`src/rtl/mem_port_arbiter_if.sv`:
```
// rtl/mem_port_arbiter_if.sv - requester and memory bus bundle for mem_port_arbiter
//
// Carries the fetch (if_*), load/store (d_*) and memory (mem_*) handshakes.
//   slave  : arbiter view (takes requests and memory responses, drives gnt/rvalid and mem_*)
//   master : environment view (requesters and memory model)
interface mem_port_arbiter_if #(
  parameter int AW = 32,
  parameter int DW = 32
) ();
  logic              if_req;
  logic [AW-1:0]     if_addr;
  logic              if_gnt;
  logic              if_rvalid;
  logic [DW-1:0]     if_rdata;

  logic              d_req;
  logic              d_we;
  logic [DW/8-1:0]   d_be;
  logic [AW-1:0]     d_addr;
  logic [DW-1:0]     d_wdata;
  logic              d_gnt;
  logic              d_rvalid;
  logic [DW-1:0]     d_rdata;

  logic              mem_req;
  logic              mem_we;
  logic [DW/8-1:0]   mem_be;
  logic [AW-1:0]     mem_addr;
  logic [DW-1:0]     mem_wdata;
  logic              mem_gnt;
  logic              mem_rvalid;
  logic [DW-1:0]     mem_rdata;

  modport slave (
    input  if_req, if_addr,
    input  d_req, d_we, d_be, d_addr, d_wdata,
    input  mem_gnt, mem_rvalid, mem_rdata,
    output if_gnt, if_rvalid, if_rdata,
    output d_gnt, d_rvalid, d_rdata,
    output mem_req, mem_we, mem_be, mem_addr, mem_wdata
  );

  modport master (
    output if_req, if_addr,
    output d_req, d_we, d_be, d_addr, d_wdata,
    output mem_gnt, mem_rvalid, mem_rdata,
    input  if_gnt, if_rvalid, if_rdata,
    input  d_gnt, d_rvalid, d_rdata,
    input  mem_req, mem_we, mem_be, mem_addr, mem_wdata
  );
endinterface

```
`src/rtl/mem_port_arbiter.sv`:
```
// rtl/mem_port_arbiter.sv - single-port memory arbiter between instruction fetch and load/store
//
// Ports:
//   clk    : rising-edge clock
//   rst_n  : asynchronous active-low reset
//   bus    : mem_port_arbiter_if.slave (if_*, d_*, mem_* handshakes)
//   owner  : registered owner of the current/last transaction (0 = IF, 1 = D)
//   busy   : high whenever a transaction is in flight
//   err    : one-cycle response-timeout pulse (only with MEM_ARB_TIMEOUT_EN, else 0)
//
// Optional feature: define MEM_ARB_TIMEOUT_EN to build the WAIT watchdog
// (TIMEOUT cycles without mem_rvalid completes the transaction with rdata = 0).
module mem_port_arbiter #(
  parameter int AW             = 32,
  parameter int DW             = 32,
  parameter int MAX_DATA_BURST = 4,
  parameter int TIMEOUT        = 64
) (
  input  logic                    clk,
  input  logic                    rst_n,
  mem_port_arbiter_if.slave       bus,
  output logic                    owner,
  output logic                    busy,
  output logic                    err
);

  if (MAX_DATA_BURST < 1 || MAX_DATA_BURST > 255 || TIMEOUT < 1 || (DW % 8) != 0) begin : g_param_check
    $error("mem_port_arbiter: parameter out of range");
  end

  typedef enum logic [1:0] {
    IDLE = 2'd0,
    REQ  = 2'd1,
    WAIT = 2'd2
  } state_t;

  localparam logic [7:0] MAX_BURST = 8'(MAX_DATA_BURST);

  state_t      state_q, state_d;
  logic        owner_d;
  logic [7:0]  starve_q, starve_d;
  logic        d_wins;
  logic        timeout;
  logic        rsp_done;
  logic [DW-1:0] rsp_data;

`ifdef MEM_ARB_TIMEOUT_EN
  localparam int            CW        = $clog2(TIMEOUT + 1);
  localparam logic [CW-1:0] TIMEOUT_C = CW'(TIMEOUT);

  logic [CW-1:0] wait_cnt_q;

  // Held at zero outside WAIT, so it is already clear on the first WAIT cycle.
  always_ff @(posedge clk or negedge rst_n) begin
    if (!rst_n) begin
      wait_cnt_q <= '0;
    end else if (state_q != WAIT) begin
      wait_cnt_q <= '0;
    end else if (wait_cnt_q != TIMEOUT_C) begin
      wait_cnt_q <= wait_cnt_q + 1'b1;
    end
  end

  assign timeout = (state_q == WAIT) && !bus.mem_rvalid && (wait_cnt_q == TIMEOUT_C);
  assign err     = timeout;
`else
  assign timeout = 1'b0;
  assign err     = 1'b0;
`endif

  // D wins unless IF is waiting and D has already had MAX_DATA_BURST grants in a row.
  assign d_wins   = bus.d_req && (!bus.if_req || (starve_q < MAX_BURST));
  assign rsp_done = (state_q == WAIT) && (bus.mem_rvalid || timeout);

  always_ff @(posedge clk or negedge rst_n) begin
    if (!rst_n) begin
      state_q  <= IDLE;
      owner    <= 1'b0;
      starve_q <= '0;
    end else begin
      state_q  <= state_d;
      owner    <= owner_d;
      starve_q <= starve_d;
    end
  end

  always_comb begin
    state_d  = state_q;
    owner_d  = owner;
    starve_d = starve_q;
    case (state_q)
      IDLE: begin
        if (bus.if_req || bus.d_req) begin
          owner_d = d_wins;
          state_d = REQ;
        end
        // d_wins with if_req high implies starve_q < MAX_BURST, so this never overflows.
        if (d_wins && bus.if_req) begin
          starve_d = starve_q + 8'd1;
        end else begin
          starve_d = '0;
        end
      end
      REQ: begin
        if (bus.mem_gnt) begin
          state_d = WAIT;
        end
      end
      WAIT: begin
        if (rsp_done) begin
          state_d = IDLE;
        end
      end
      default: begin
        state_d = IDLE;
      end
    endcase
  end

  // Address/control muxes select on the registered owner only; fetches are
  // always full-width reads.
  assign bus.mem_req   = (state_q == REQ);
  assign bus.mem_addr  = owner ? bus.d_addr  : bus.if_addr;
  assign bus.mem_we    = owner & bus.d_we;
  assign bus.mem_be    = owner ? bus.d_be    : '1;
  assign bus.mem_wdata = owner ? bus.d_wdata : '0;

  assign bus.if_gnt    = (state_q == REQ) && bus.mem_gnt && !owner;
  assign bus.d_gnt     = (state_q == REQ) && bus.mem_gnt &&  owner;

  // Responses outside WAIT never reach a requester.
  assign rsp_data      = timeout ? '0 : bus.mem_rdata;
  assign bus.if_rvalid = rsp_done && !owner;
  assign bus.d_rvalid  = rsp_done &&  owner;
  assign bus.if_rdata  = bus.if_rvalid ? rsp_data : '0;
  assign bus.d_rdata   = bus.d_rvalid  ? rsp_data : '0;

  assign busy = (state_q != IDLE);

endmodule

```
`src/flat_wrapper.sv`:
```
// flat-port wrapper written by rule: the top's interface ports become plain ports
module mem_port_arbiter_flat 
#(
  parameter int AW             = 32,
  parameter int DW             = 32,
  parameter int MAX_DATA_BURST = 4,
  parameter int TIMEOUT        = 64
)
  (clk, rst_n, owner, busy, err, bus_if_req, bus_if_addr, bus_d_req, bus_d_we, bus_d_be, bus_d_addr, bus_d_wdata, bus_mem_gnt, bus_mem_rvalid, bus_mem_rdata, bus_if_gnt, bus_if_rvalid, bus_if_rdata, bus_d_gnt, bus_d_rvalid, bus_d_rdata, bus_mem_req, bus_mem_we, bus_mem_be, bus_mem_addr, bus_mem_wdata);
  mem_port_arbiter_if #(.AW(AW), .DW(DW)) bus_i ();
  input  logic clk;
  input  logic rst_n;
  output logic owner;
  output logic busy;
  output logic err;
  input wire logic [$bits(bus_i.if_req)-1:0] bus_if_req;
  input wire logic [$bits(bus_i.if_addr)-1:0] bus_if_addr;
  input wire logic [$bits(bus_i.d_req)-1:0] bus_d_req;
  input wire logic [$bits(bus_i.d_we)-1:0] bus_d_we;
  input wire logic [$bits(bus_i.d_be)-1:0] bus_d_be;
  input wire logic [$bits(bus_i.d_addr)-1:0] bus_d_addr;
  input wire logic [$bits(bus_i.d_wdata)-1:0] bus_d_wdata;
  input wire logic [$bits(bus_i.mem_gnt)-1:0] bus_mem_gnt;
  input wire logic [$bits(bus_i.mem_rvalid)-1:0] bus_mem_rvalid;
  input wire logic [$bits(bus_i.mem_rdata)-1:0] bus_mem_rdata;
  output wire logic [$bits(bus_i.if_gnt)-1:0] bus_if_gnt;
  output wire logic [$bits(bus_i.if_rvalid)-1:0] bus_if_rvalid;
  output wire logic [$bits(bus_i.if_rdata)-1:0] bus_if_rdata;
  output wire logic [$bits(bus_i.d_gnt)-1:0] bus_d_gnt;
  output wire logic [$bits(bus_i.d_rvalid)-1:0] bus_d_rvalid;
  output wire logic [$bits(bus_i.d_rdata)-1:0] bus_d_rdata;
  output wire logic [$bits(bus_i.mem_req)-1:0] bus_mem_req;
  output wire logic [$bits(bus_i.mem_we)-1:0] bus_mem_we;
  output wire logic [$bits(bus_i.mem_be)-1:0] bus_mem_be;
  output wire logic [$bits(bus_i.mem_addr)-1:0] bus_mem_addr;
  output wire logic [$bits(bus_i.mem_wdata)-1:0] bus_mem_wdata;
  assign bus_i.if_req = bus_if_req;
  assign bus_i.if_addr = bus_if_addr;
  assign bus_i.d_req = bus_d_req;
  assign bus_i.d_we = bus_d_we;
  assign bus_i.d_be = bus_d_be;
  assign bus_i.d_addr = bus_d_addr;
  assign bus_i.d_wdata = bus_d_wdata;
  assign bus_i.mem_gnt = bus_mem_gnt;
  assign bus_i.mem_rvalid = bus_mem_rvalid;
  assign bus_i.mem_rdata = bus_mem_rdata;
  assign bus_if_gnt = bus_i.if_gnt;
  assign bus_if_rvalid = bus_i.if_rvalid;
  assign bus_if_rdata = bus_i.if_rdata;
  assign bus_d_gnt = bus_i.d_gnt;
  assign bus_d_rvalid = bus_i.d_rvalid;
  assign bus_d_rdata = bus_i.d_rdata;
  assign bus_mem_req = bus_i.mem_req;
  assign bus_mem_we = bus_i.mem_we;
  assign bus_mem_be = bus_i.mem_be;
  assign bus_mem_addr = bus_i.mem_addr;
  assign bus_mem_wdata = bus_i.mem_wdata;
  mem_port_arbiter #(.AW(AW), .DW(DW), .MAX_DATA_BURST(MAX_DATA_BURST), .TIMEOUT(TIMEOUT)) u_core (.clk(clk), .rst_n(rst_n), .bus(bus_i), .owner(owner), .busy(busy), .err(err));
endmodule
```
`config.mk`:
```
export PLATFORM = sky130hd
export DESIGN_NAME = mem_port_arbiter_flat
export DESIGN_NICKNAME = d
export VERILOG_FILES = /design/src/rtl/mem_port_arbiter_if.sv /design/src/rtl/mem_port_arbiter.sv /design/src/flat_wrapper.sv
export SDC_FILE = /design/constraint.sdc
export NUM_CORES = 1
export LEC_CHECK = 0
export BUFFER_PORTS_ARGS = -buffer_cell sky130_fd_sc_hd__buf_4
export CAP_MARGIN = 10
export CORE_AREA = 3 3 109 111
export CTS_CLUSTER_DIAMETER = 100
export DETAILED_ROUTE_END_ITERATION = 6
export DIE_AREA = 0 0 112 114
export PLACE_DENSITY_LB_ADDON = 0.3
export RECOVER_POWER = 50
export SYNTH_ARGS = -nofsm -noshare
export SYNTH_HDL_FRONTEND = slang
export SYNTH_SLANG_ARGS = --single-unit
```
`constraint.sdc`:
```
create_clock -name clk -period 1.65 [get_ports clk]
set_clock_uncertainty 0.15 [all_clocks]
set_input_delay 0.33 -clock clk [delete_from_list [all_inputs] [get_ports clk]]
set_output_delay 0.33 -clock clk [all_outputs]
set_load 0.05 [all_outputs]
```
Word-level counts from Yosys, hierarchy flattened
Cells that the tools add are included.
{"block": "word_totals", "out_inout_bits": 141, "n_memories": 0, "input_bits": 139, "elab_cells": 37, "reg_bits": 11, "latchBits": 0, "ram_bits": 0, "romBits": 0}
{"block": "classes", "n_bitwise": 1, "eq_ne": 5, "n_mul": 0, "div": 0, "n_reduce_logical": 16, "order_cmp": 1, "add_sub_neg": 1, "n_mux": 10, "shift": 0}
{"cell": "$mux 32", "count": 4}
{"cell": "$add 8x1->8 const B", "count": 1}
{"cell": "$logic_and 1x1->1", "count": 8}
{"cell": "$lt 8x3->1 const B", "count": 1}
{"cell": "$mux 8", "count": 1}
{"cell": "$mux 2", "count": 3}
{"cell": "$pmux 2 s3", "count": 1}
{"cell": "$mux 4", "count": 1}
{"cell": "$ne 2x1->1 const B", "count": 2}
{"cell": "$reduce_and 3->1", "count": 1}
{"cell": "$eq 2x1->1 const B", "count": 1}
{"cell": "$eq 2x2->1 const B", "count": 1}
{"cell": "$logic_not 1->1", "count": 2}
{"cell": "$logic_not 2->1", "count": 1}
{"cell": "$logic_or 1x1->1", "count": 2}
{"cell": "$ne 2x2->1 const B", "count": 1}
{"cell": "$reduce_and 2->1", "count": 1}
{"cell": "$reduce_bool 2->1", "count": 1}
{"cell": "$and 1x1->1", "count": 1}

Depth between registers and ports, before layout
Gate-level depths: netlist of the first run.
{"block": "logic_depth", "depth_word": 5, "depth_mapped": 4, "mapped_depth_nobuf": 4}

Least setup slack after synthesis of the first run
Ideal clock, no wire load.
{"block": "synth_timing", "path_type": "register -> output", "start": "register u_core.owner", "end": "output bus_if_rdata[22]", "t_arrival_ns": 2.221, "slack_ns": -1.051, "stages_incl_launch_ff": 5, "path_buffers": 2, "t_required_ns": 1.170, "path_cell_list": "dfrtp_1 -> clkbuf_1 -> nor3_2 -> clkbuf_1 -> and2_1"}
{"block": "synth_between", "elab_chain_len": 3}
{"item": "start, declared", "line_no": "mem_port_arbiter.sv:22", "rtl": "output logic owner,"}
{"item": "start signal, assigned", "line_no": "mem_port_arbiter.sv:82", "rtl": "owner <= owner_d;"}
{"item": "$logic_not 1->1", "line_no": "mem_port_arbiter.sv:133", "rtl": "assign bus.if_rvalid = rsp_done && !owner;"}
{"item": "$logic_and 1x1->1", "line_no": "mem_port_arbiter.sv:133"}
{"item": "via bus_if_rvalid", "line_no": "flat_wrapper.sv:27", "rtl": "output wire logic [$bits(bus_i.if_rvalid)-1:0] bus_if_rvalid;"}
{"item": "$mux 32", "line_no": "mem_port_arbiter.sv:135", "rtl": "assign bus.if_rdata = bus.if_rvalid ? rsp_data : '0;"}
{"item": "end, declared", "line_no": "flat_wrapper.sv:28", "rtl": "output wire logic [$bits(bus_i.if_rdata)-1:0] bus_if_rdata;"}
The timed path passes the listed nets, and every way through them passes these cells.

Worst setup path in the final report of the first run
{"block": "layout_timing", "start": "register u_core.owner", "end": "output bus_mem_addr[6]"}
{"block": "layout_between", "elab_chain_len": 1}
{"item": "$mux 32", "line_no": "mem_port_arbiter.sv:123", "rtl": "assign bus.mem_addr = owner ? bus.d_addr : bus.if_addr;"}
{"item": "end, declared", "line_no": "flat_wrapper.sv:35", "rtl": "output wire logic [$bits(bus_i.mem_addr)-1:0] bus_mem_addr;"}
No other way between the ends.

==> results of run 1 <==
cells in the mapped netlist:
cell / instances / area share
a211oi_1: 1 / 0.0047
a21oi_1: 2 / 0.0063
a31oi_1: 2 / 0.0078
and2_1: 100 / 0.39
and3_1: 1 / 0.0039
buf_2: 3 / 0.0094
buf_4: 1 / 0.0047
clkbuf_1: 11 / 0.026
conb_1: 1 / 0.0023
dfrtp_1: 11 / 0.17
ha_1: 1 / 0.0078
inv_1: 4 / 0.0094
mux2_2: 32 / 0.23
nand2_1: 7 / 0.016
nand2b_1: 5 / 0.020
nand3_1: 1 / 0.0031
nand4_1: 1 / 0.0039
nand4bb_4: 1 / 0.017
nor2_1: 2 / 0.0047
nor2b_1: 1 / 0.0039
nor3_1: 3 / 0.0094
nor3_2: 1 / 0.0063
nor3b_1: 1 / 0.0047
nor3b_2: 1 / 0.0078
nor4_1: 1 / 0.0039
o21a_1: 1 / 0.0047
o21ai_0: 4 / 0.013
o31ai_1: 1 / 0.0047
or4_1: 1 / 0.0047
path summary, 6_finish.rpt:
path | end | slack [ps] | cells after the start | startpoint
max in group asynchronous | u_core.owner$_DFFE_PN0P_ | 460 | 2 | rst_n
setup reg to reg | u_core.starve_q[7]$_DFFE_PN0P_ | -160 | 6 | u_core.state_q[0]$_DFFE_PN0P_
hold / removal | u_core.owner$_DFFE_PN0P_ | 150 | 2 | bus_if_req
min in group asynchronous | u_core.starve_q[3]$_DFFE_PN0P_ | 450 | 2 | rst_n
hold reg to reg | u_core.starve_q[3]$_DFFE_PN0P_ | 370 | 1 | u_core.starve_q[3]$_DFFE_PN0P_
setup / recovery | bus_mem_addr[6] | -350 | 3 | u_core.owner$_DFFE_PN0P_
per-stage QoR:
step,util,setup TNS [ps],cells
after floorplan,-,-17450,202
after global placement,0.397,-10580,616
after detailed placement,0.397,-11940,616
after CTS,0.459,-40090,625
after global routing,0.478,-45620,629
final,0.478,-37960,629
state kept, by name (all words and copies together), names as in the netlist:
name	cells
u_core.starve_q	8
u_core.state_q	2
u_core.owner	1
final cells by class:
type / instances / share of cell area
clock buffer: 4 / 0.00865
inverter: 4 / 0.00337
multi-input combinational: 172 / 0.324
sequential: 11 / 0.0538
tap: 140 / 0.0337
timing repair buffer: 298 / 0.577
where the power goes:
group / switching (uW) / internal [uW] / leakage, uW / total [uW]
clock: 101 / 170 / 0.0000228 / 271
combinational: 3660 / 2690 / 0.00250 / 6350
sequential: 94.3 / 337 / 0.000145 / 431
total: 3850 / 3200 / 0.00267 / 7050
metal layers:
layer | track usage | vias to the layer above | wire length [um]
met5 | 0 | - | 0
met4 | 0.00801 | 0 | 43
met3 | 0.0297 | 4 | 656
met2 | 0.297 | 109 | 6180
met1 | 0.179 | 1175 | 4000
li1 | - | 1226 | -
placed cells by master, fill, tap and decap left out, drive strengths merged:
master and instances:
a31oi 2, nor3 4, clkbuf 5, nand4bb 1, o21ai 4, or4 1
and2 100, inv 4, dfrtp 11, nor4 1, ha 1, dlygate4sd3 1
a21oi 2, nand4 1, nand2 7, o21a 1, nor3b 2, nand2b 5
conb 1, buf 296, nor2b 1, o31ai 1, and3 1, mux2 32
a211oi 1, nand3 1, nor2 2
cells by family after synthesis:
kind of cell    after synthesis  share of synthesized area
simple gates                127                      0.502
fa+ha+maj                     1                    0.00784
mux                          32                      0.226
flops                        11                      0.172
compound gates               11                     0.0408
other cells                   1                    0.00235
buf+inv                      19                     0.0494
critical path, stage by stage (launching register included):
cell	delay (ps)
dfrtp_4	470
buf_12	250
mux2_4	330
buf_4	190
timing repair:
| action | CTS | global route |
|---|---|---|
| pin swaps | 0 | 8 |
| cloned | 2 | 0 |
| setup endpoints to repair | 140 | 144 |
| hold buffers | 1 | 0 |
| hold endpoints to repair | 11 | 0 |
| gates resized for setup | 148 | 52 |
| setup buffers | 2 | 5 |
==> reports/metrics.csv, run 1 <==
stage,metric,value,unit
status,run_status,"complete, but fails checks",
status,failed_checks,negative setup slack,
floorplanning,floorplan.core_area,0.0109,sq mm
placement,detailedPlacementHpwl,8.78,mm
routing,vias_per_cell,4.00,
sta,layout_worst_path_cycle_share,1.21,
cells_and_area,area_growth_syn_to_layout,226,%
pwr,power.density,1360,mW/mm^2
routing,avgRoutedWirePerCell,17.3,um
worst_setup_path,arrival,1520,ps
global_routing,number_of_global_route_vias_before_repair,2594,
cells_and_area,num_antenna_cells,0,
floorplanning,die_h,114,um
synth,post_synthesis_cell_count,202,
sta,grt_setup_unrepaired,true,
cts,numCtsBuffers,3,
sta,max_freq,500,MHz
floorplanning,core.rowCount,38,
global_routing,grt_first_pass_wirelength,15.4,mm
cells_and_area,post-route-cell-area,0.00520,sq mm
cells_and_area,seqCellArea,280,sq um
worst_setup_path,timing.setup.critical_path_class,reg2out,
floorplanning,die_area,0.0128,sq mm
cts,cts_tree,built,
sta,report.final.slew_viol_count,0,
cts,clockBufferDepth,2,
sta,worst_hold_margin,150,ps
placement,total_cell_area_at_the_placement_stage,0.00433,sq mm
floorplanning,chipWidth,112,um
synth,cell_variety_after_synth,29,
global_routing,grt.overflow.total,0,
floorplanning,initial_utilization,0.147,
routing,first_iter_violations,54,
worst_setup_path,setup.worst_path.end_class,output port,
pwr,ir_drop_worst_vdd,1160,uV
run,max_cap_viol_count,0,
cts,cts.sink_count,11,
placement,pre_cts_slack,-171,ps
sta,layout_min_cycle_time,2000,ps
placement,port_buffers,278,
cells_and_area,fillerInstances,1002,
cts,cts.clk_slew.worst_paths,50,ps
worst_setup_path,worstSetupStartpointType,flop,
synth,syn-num-nets,342,
global_routing,groute.usage.overall,0.152,
routing,dr.pass1.iters,4,
synth,synth-seq-area-share,0.172,
cts,clk_root_buffer_cell,clkbuf_8,
routing,num_vias,2514,
routing,totalWireLength,10.9,mm
global_routing,grt_start_max_net_pins,36,
pwr,total_power,7050,uW
sta,timing.final.hold_violations,0,
placement,globalplace.congestion,0.839,
worst_setup_path,maximum_net_fanout_on_the_critical_path,35,
sta,finalSetupViolations,141,
cells_and_area,drive_above_1_share,0.920,
routing,ant_nets,0,
global_routing,grt_antenna_before_repair,0,
synth,synth_seq_cells,11,
synth,synth_area,0.00160,sq mm
sta,worst_slew_slack_as_a_fraction_of_its_limit,0.605,
cts,cts_max_level,1,
floorplanning,ioPinCount,280,
pwr,leakage,0.00267,uW
worst_hold_path,hold_class,in2reg,
worst_setup_path,cp.required,1170,ps
cells_and_area,area_of_the_multi_input_gates,0.00169,sq mm
synth,ys_warn_count,0,
sta,timing.final.ws_setup,-351,ps
cts,clk-insertion-delay-late,240,ps
synth,mean_cell_area_of_the_mapped_netlist,7.90,sq um
routing,detailed_route_drc_error_count,0,
cells_and_area,num-nets-final,630,
sta,worst_slew_pin_slew,593,ps
Note: power is estimated with default switching activity, not from simulation.
==> run 2: changes to the inputs <==
==> constraint.sdc (replaced) <==
create_clock -name clk -period 1.65 [get_ports clk]
set_clock_uncertainty 0.15 [all_clocks]
set_input_delay 0.165 -clock clk [delete_from_list [all_inputs] [get_ports clk]]
set_output_delay 0.165 -clock clk [all_outputs]
set_load 0.05 [all_outputs]
==> run 2 against run 1 <==
Compared with the run above: the run still ends with negative setup slack left; first-iteration DRC count is 85% higher; sequential share of layout area is 0.37 points lower; register-to-register slack better by 240 ps; highest routed layer unchanged; largest cell class unchanged; die area stayed put; via count is 4.5% higher; utilization is 3.1 points higher.
==> reports/metrics.csv, run 2 (same netlist as run 1, synthesis figures left out) <==
stage,metric,value,unit,change
floorplanning,floorplan.core_area,0.0109,sq mm,unchanged
placement,total_cell_area_at_the_placement_stage,0.00429,sq mm,was 0.00433 sq mm
cts,numCtsBuffers,3,,unchanged
routing,totalWireLength,11.5,mm,was 10.9 mm
cts,cts_max_level,1,,unchanged
worst_setup_path,setup.worst_path.end_class,output port,,unchanged
worst_setup_path,cp.required,1330,ps,was 1170 ps
sta,timing.final.hold_violations,0,,unchanged
worst_setup_path,endpoint,bus_d_rdata[7],,was bus_mem_addr[6]
sta,timing.final.ws_setup,-192,ps,was -351 ps
floorplanning,core.rowCount,38,,unchanged
worst_setup_path,rr_endpoint,u_core.starve_q[7]$_DFFE_PN0P_,,unchanged
routing,detailed_route_drc_error_count,0,,unchanged
global_routing,grt_start_max_net_pins,34,,was 36
cts,clk-insertion-delay-late,240,ps,about the same
worst_setup_path,worstSetupStartpoint,u_core.state_q[1]$_DFFE_PN0P_,,was u_core.owner$_DFFE_PN0P_
sta,worst_hold_margin,98.3,ps,was 150 ps
routing,ant_nets,0,,unchanged
pwr,sw_frac_of_total,0.524,,was 0.546
run,max_cap_viol_count,0,,unchanged
cts,cts.clk_slew.worst_paths,50,ps,about the same
worst_hold_path,hold_class,in2reg,,unchanged
cells_and_area,utilization,0.509,,was 0.478
sta,report.final.slew_viol_count,0,,unchanged
pwr,cellInternalPower,3540,uW,was 3200 uW
floorplanning,ioPinCount,280,,unchanged
floorplanning,initial_utilization,0.147,,unchanged
sta,grt_setup_unrepaired,true,,unchanged
global_routing,grt_antenna_before_repair,0,,unchanged
global_routing,groute.usage.overall,0.154,,was 0.152
global_routing,number_of_global_route_vias_before_repair,2746,,"was 2,594"
worst_setup_path,regToRegStartpoint,u_core.state_q[1]$_DFFE_PN0P_,,was u_core.state_q[0]$_DFFE_PN0P_
cells_and_area,num_antenna_cells,0,,unchanged
cells_and_area,drive_above_1_share,0.901,,was 0.920
pwr,clkPwrFrac,0.036,,was 0.038
pwr,power.density,1340,mW/mm^2,was 1360 mW/mm^2
worst_setup_path,timing.setup.critical_path_class,reg2out,,unchanged
routing,avgRoutedWirePerCell,17.9,um,was 17.3 um
cells_and_area,final_common_cell,buf_4,,unchanged
sta,layout_min_cycle_time,1840,ps,was 2000 ps
floorplanning,die_h,114,um,unchanged
cts,cts.sink_count,11,,unchanged
worst_setup_path,maximum_net_fanout_on_the_critical_path,17,,was 35
worst_setup_path,worstSetupStartpointType,flop,,unchanged
floorplanning,chipWidth,112,um,unchanged
global_routing,grt.overflow.total,0,,unchanged
status,run_status,"complete, but fails checks",,unchanged
cells_and_area,reg_top3,"u_core.starve_q x8, u_core.state_q x2, u_core.owner x1",,unchanged
worst_setup_path,worstRegToRegCells,4,,was 6
routing,dr.pass1.iters,4,,unchanged
cts,cts_tree,built,,unchanged
cells_and_area,largest_register_ff_count,8,,unchanged
sta,finalSetupViolations,120,,was 141
worst_setup_path,regToRegSetupSlack,80,ps,was -160 ps
cells_and_area,num-nets-final,646,,was 630
pwr,ir_drop_worst_vdd,911,uV,was 1160 uV
sta,setup_tns,-17030,ps,"was -37,960 ps"
cells_and_area,mostFrequentLayoutCells,"buf_4, buf_6, buf_8, and2_4, and2_2",,"was buf_4, and2_4, buf_8, buf_6, mux2_4"
sta,worst_slew_slack_as_a_fraction_of_its_limit,0.597,,was 0.605
pwr,power_frac_comb,0.907,,was 0.901
cells_and_area,area_growth_syn_to_layout,247,%,was 226%
sta,max_freq,543,MHz,was 500 MHz
cts,clockBufferDepth,2,,unchanged
routing,num_vias,2626,,"was 2,514"
routing,first_iter_violations,100,,was 54
sta,worst_slew_pin_slew,604,ps,was 593 ps
cts,clk_root_buffer_cell,clkbuf_8,,unchanged
worst_setup_path,arrival,1530,ps,was 1520 ps
cells_and_area,largest_register_by_flop_count,u_core.starve_q,,unchanged
placement,pre_cts_slack,32.5,ps,was -171 ps
routing,vias_per_cell,4.07,,was 4.00
pwr,power.net_switching,3900,uW,was 3850 uW
sta,layout_worst_path_cycle_share,1.12,,was 1.21
placement,port_buffers,278,,unchanged
floorplanning,die_area,0.0128,sq mm,unchanged
cells_and_area,post-route-cell-area,0.00554,sq mm,was 0.00520 sq mm
status,failed_checks,negative setup slack,,unchanged
pwr,power_frac_seq,0.057,,was 0.061
placement,detailedPlacementHpwl,8.88,mm,was 8.78 mm
global_routing,grt_first_pass_wirelength,15.7,mm,was 15.4 mm
pwr,leakage,0.00279,uW,was 0.00267 uW
placement,globalplace.congestion,0.883,,was 0.839
-- run 2: timing repair --
action                     4_1_cts  5_1_grt
hold buffers                     4        0
pin swaps                        3       31
gates resized for setup        198       33
gates cloned                     1        9
hold endpoints to repair        14        0
setup buffers                    2        6
setup endpoints to repair      135      140
-- run 2: worst min path at each step --
| stage | start | end | slack (ps) | cells past startpoint |
|---|---|---|---|---|
| after floorplan | rst_n | u_core.owner$_DFFE_PN0P_ | -280 | 0 |
| after global routing | bus_d_req | u_core.owner$_DFFE_PN0P_ | 140 | 3 |
| after detailed placement | rst_n | u_core.starve_q[6]$_DFFE_PN0P_ | -140 | 1 |
| after global placement | rst_n | u_core.starve_q[5]$_DFFE_PN0P_ | -150 | 1 |
| final | bus_d_req | u_core.owner$_DFFE_PN0P_ | 100 | 3 |
| after CTS | bus_d_req | u_core.owner$_DFFE_PN0P_ | 90 | 3 |
-- run 2: per-stage QoR --
step,total power (uW),std cells
final,7450,645
after global routing,7730,645
after CTS,6900,630
after floorplan,4200,202
after detailed placement,5960,619
after global placement,5920,619
-- run 2: per-layer routing --
metal / up-vias / wire (um) / share of wire / track usage
li1: 1261 / - / - / -
met1: 1232 / 4090 / 0.36 / 0.167
met2: 116 / 6530 / 0.57 / 0.311
met3: 17 / 652 / 0.057 / 0.0271
met4: 0 / 251 / 0.022 / 0.0304
met5: - / 0 / 0 / 0
-- run 2: layout make-up --
class | instances | area, sq um
clock buffers | 4 | 45.0
fillers | 963 | 5350
inverters | 4 | 15.0
multi-input cells | 172 | 1610
flip-flops and latches | 11 | 278
well taps | 140 | 175
repair buffers | 314 | 3420
-- run 2: power groups by stage --
stage / Sequential [uW] / Clock, uW / Combinational (uW)
2_1_floorplan: 448 / 0 / 3760
3_3_place_gp: 416 / 0 / 5510
3_5_place_dp: 422 / 0 / 5540
4_1_cts: 424 / 276 / 6200
5_1_grt: 437 / 282 / 7010
6_report: 425 / 268 / 6760
-- run 2: worst max-delay path, stage by stage, from the launching register on --
cell and delay (ps):
dfrtp_1 360, nand2_2 90, nor3b_4 240, buf_12 150, buf_12 140, and2_4 160
buf_8 140
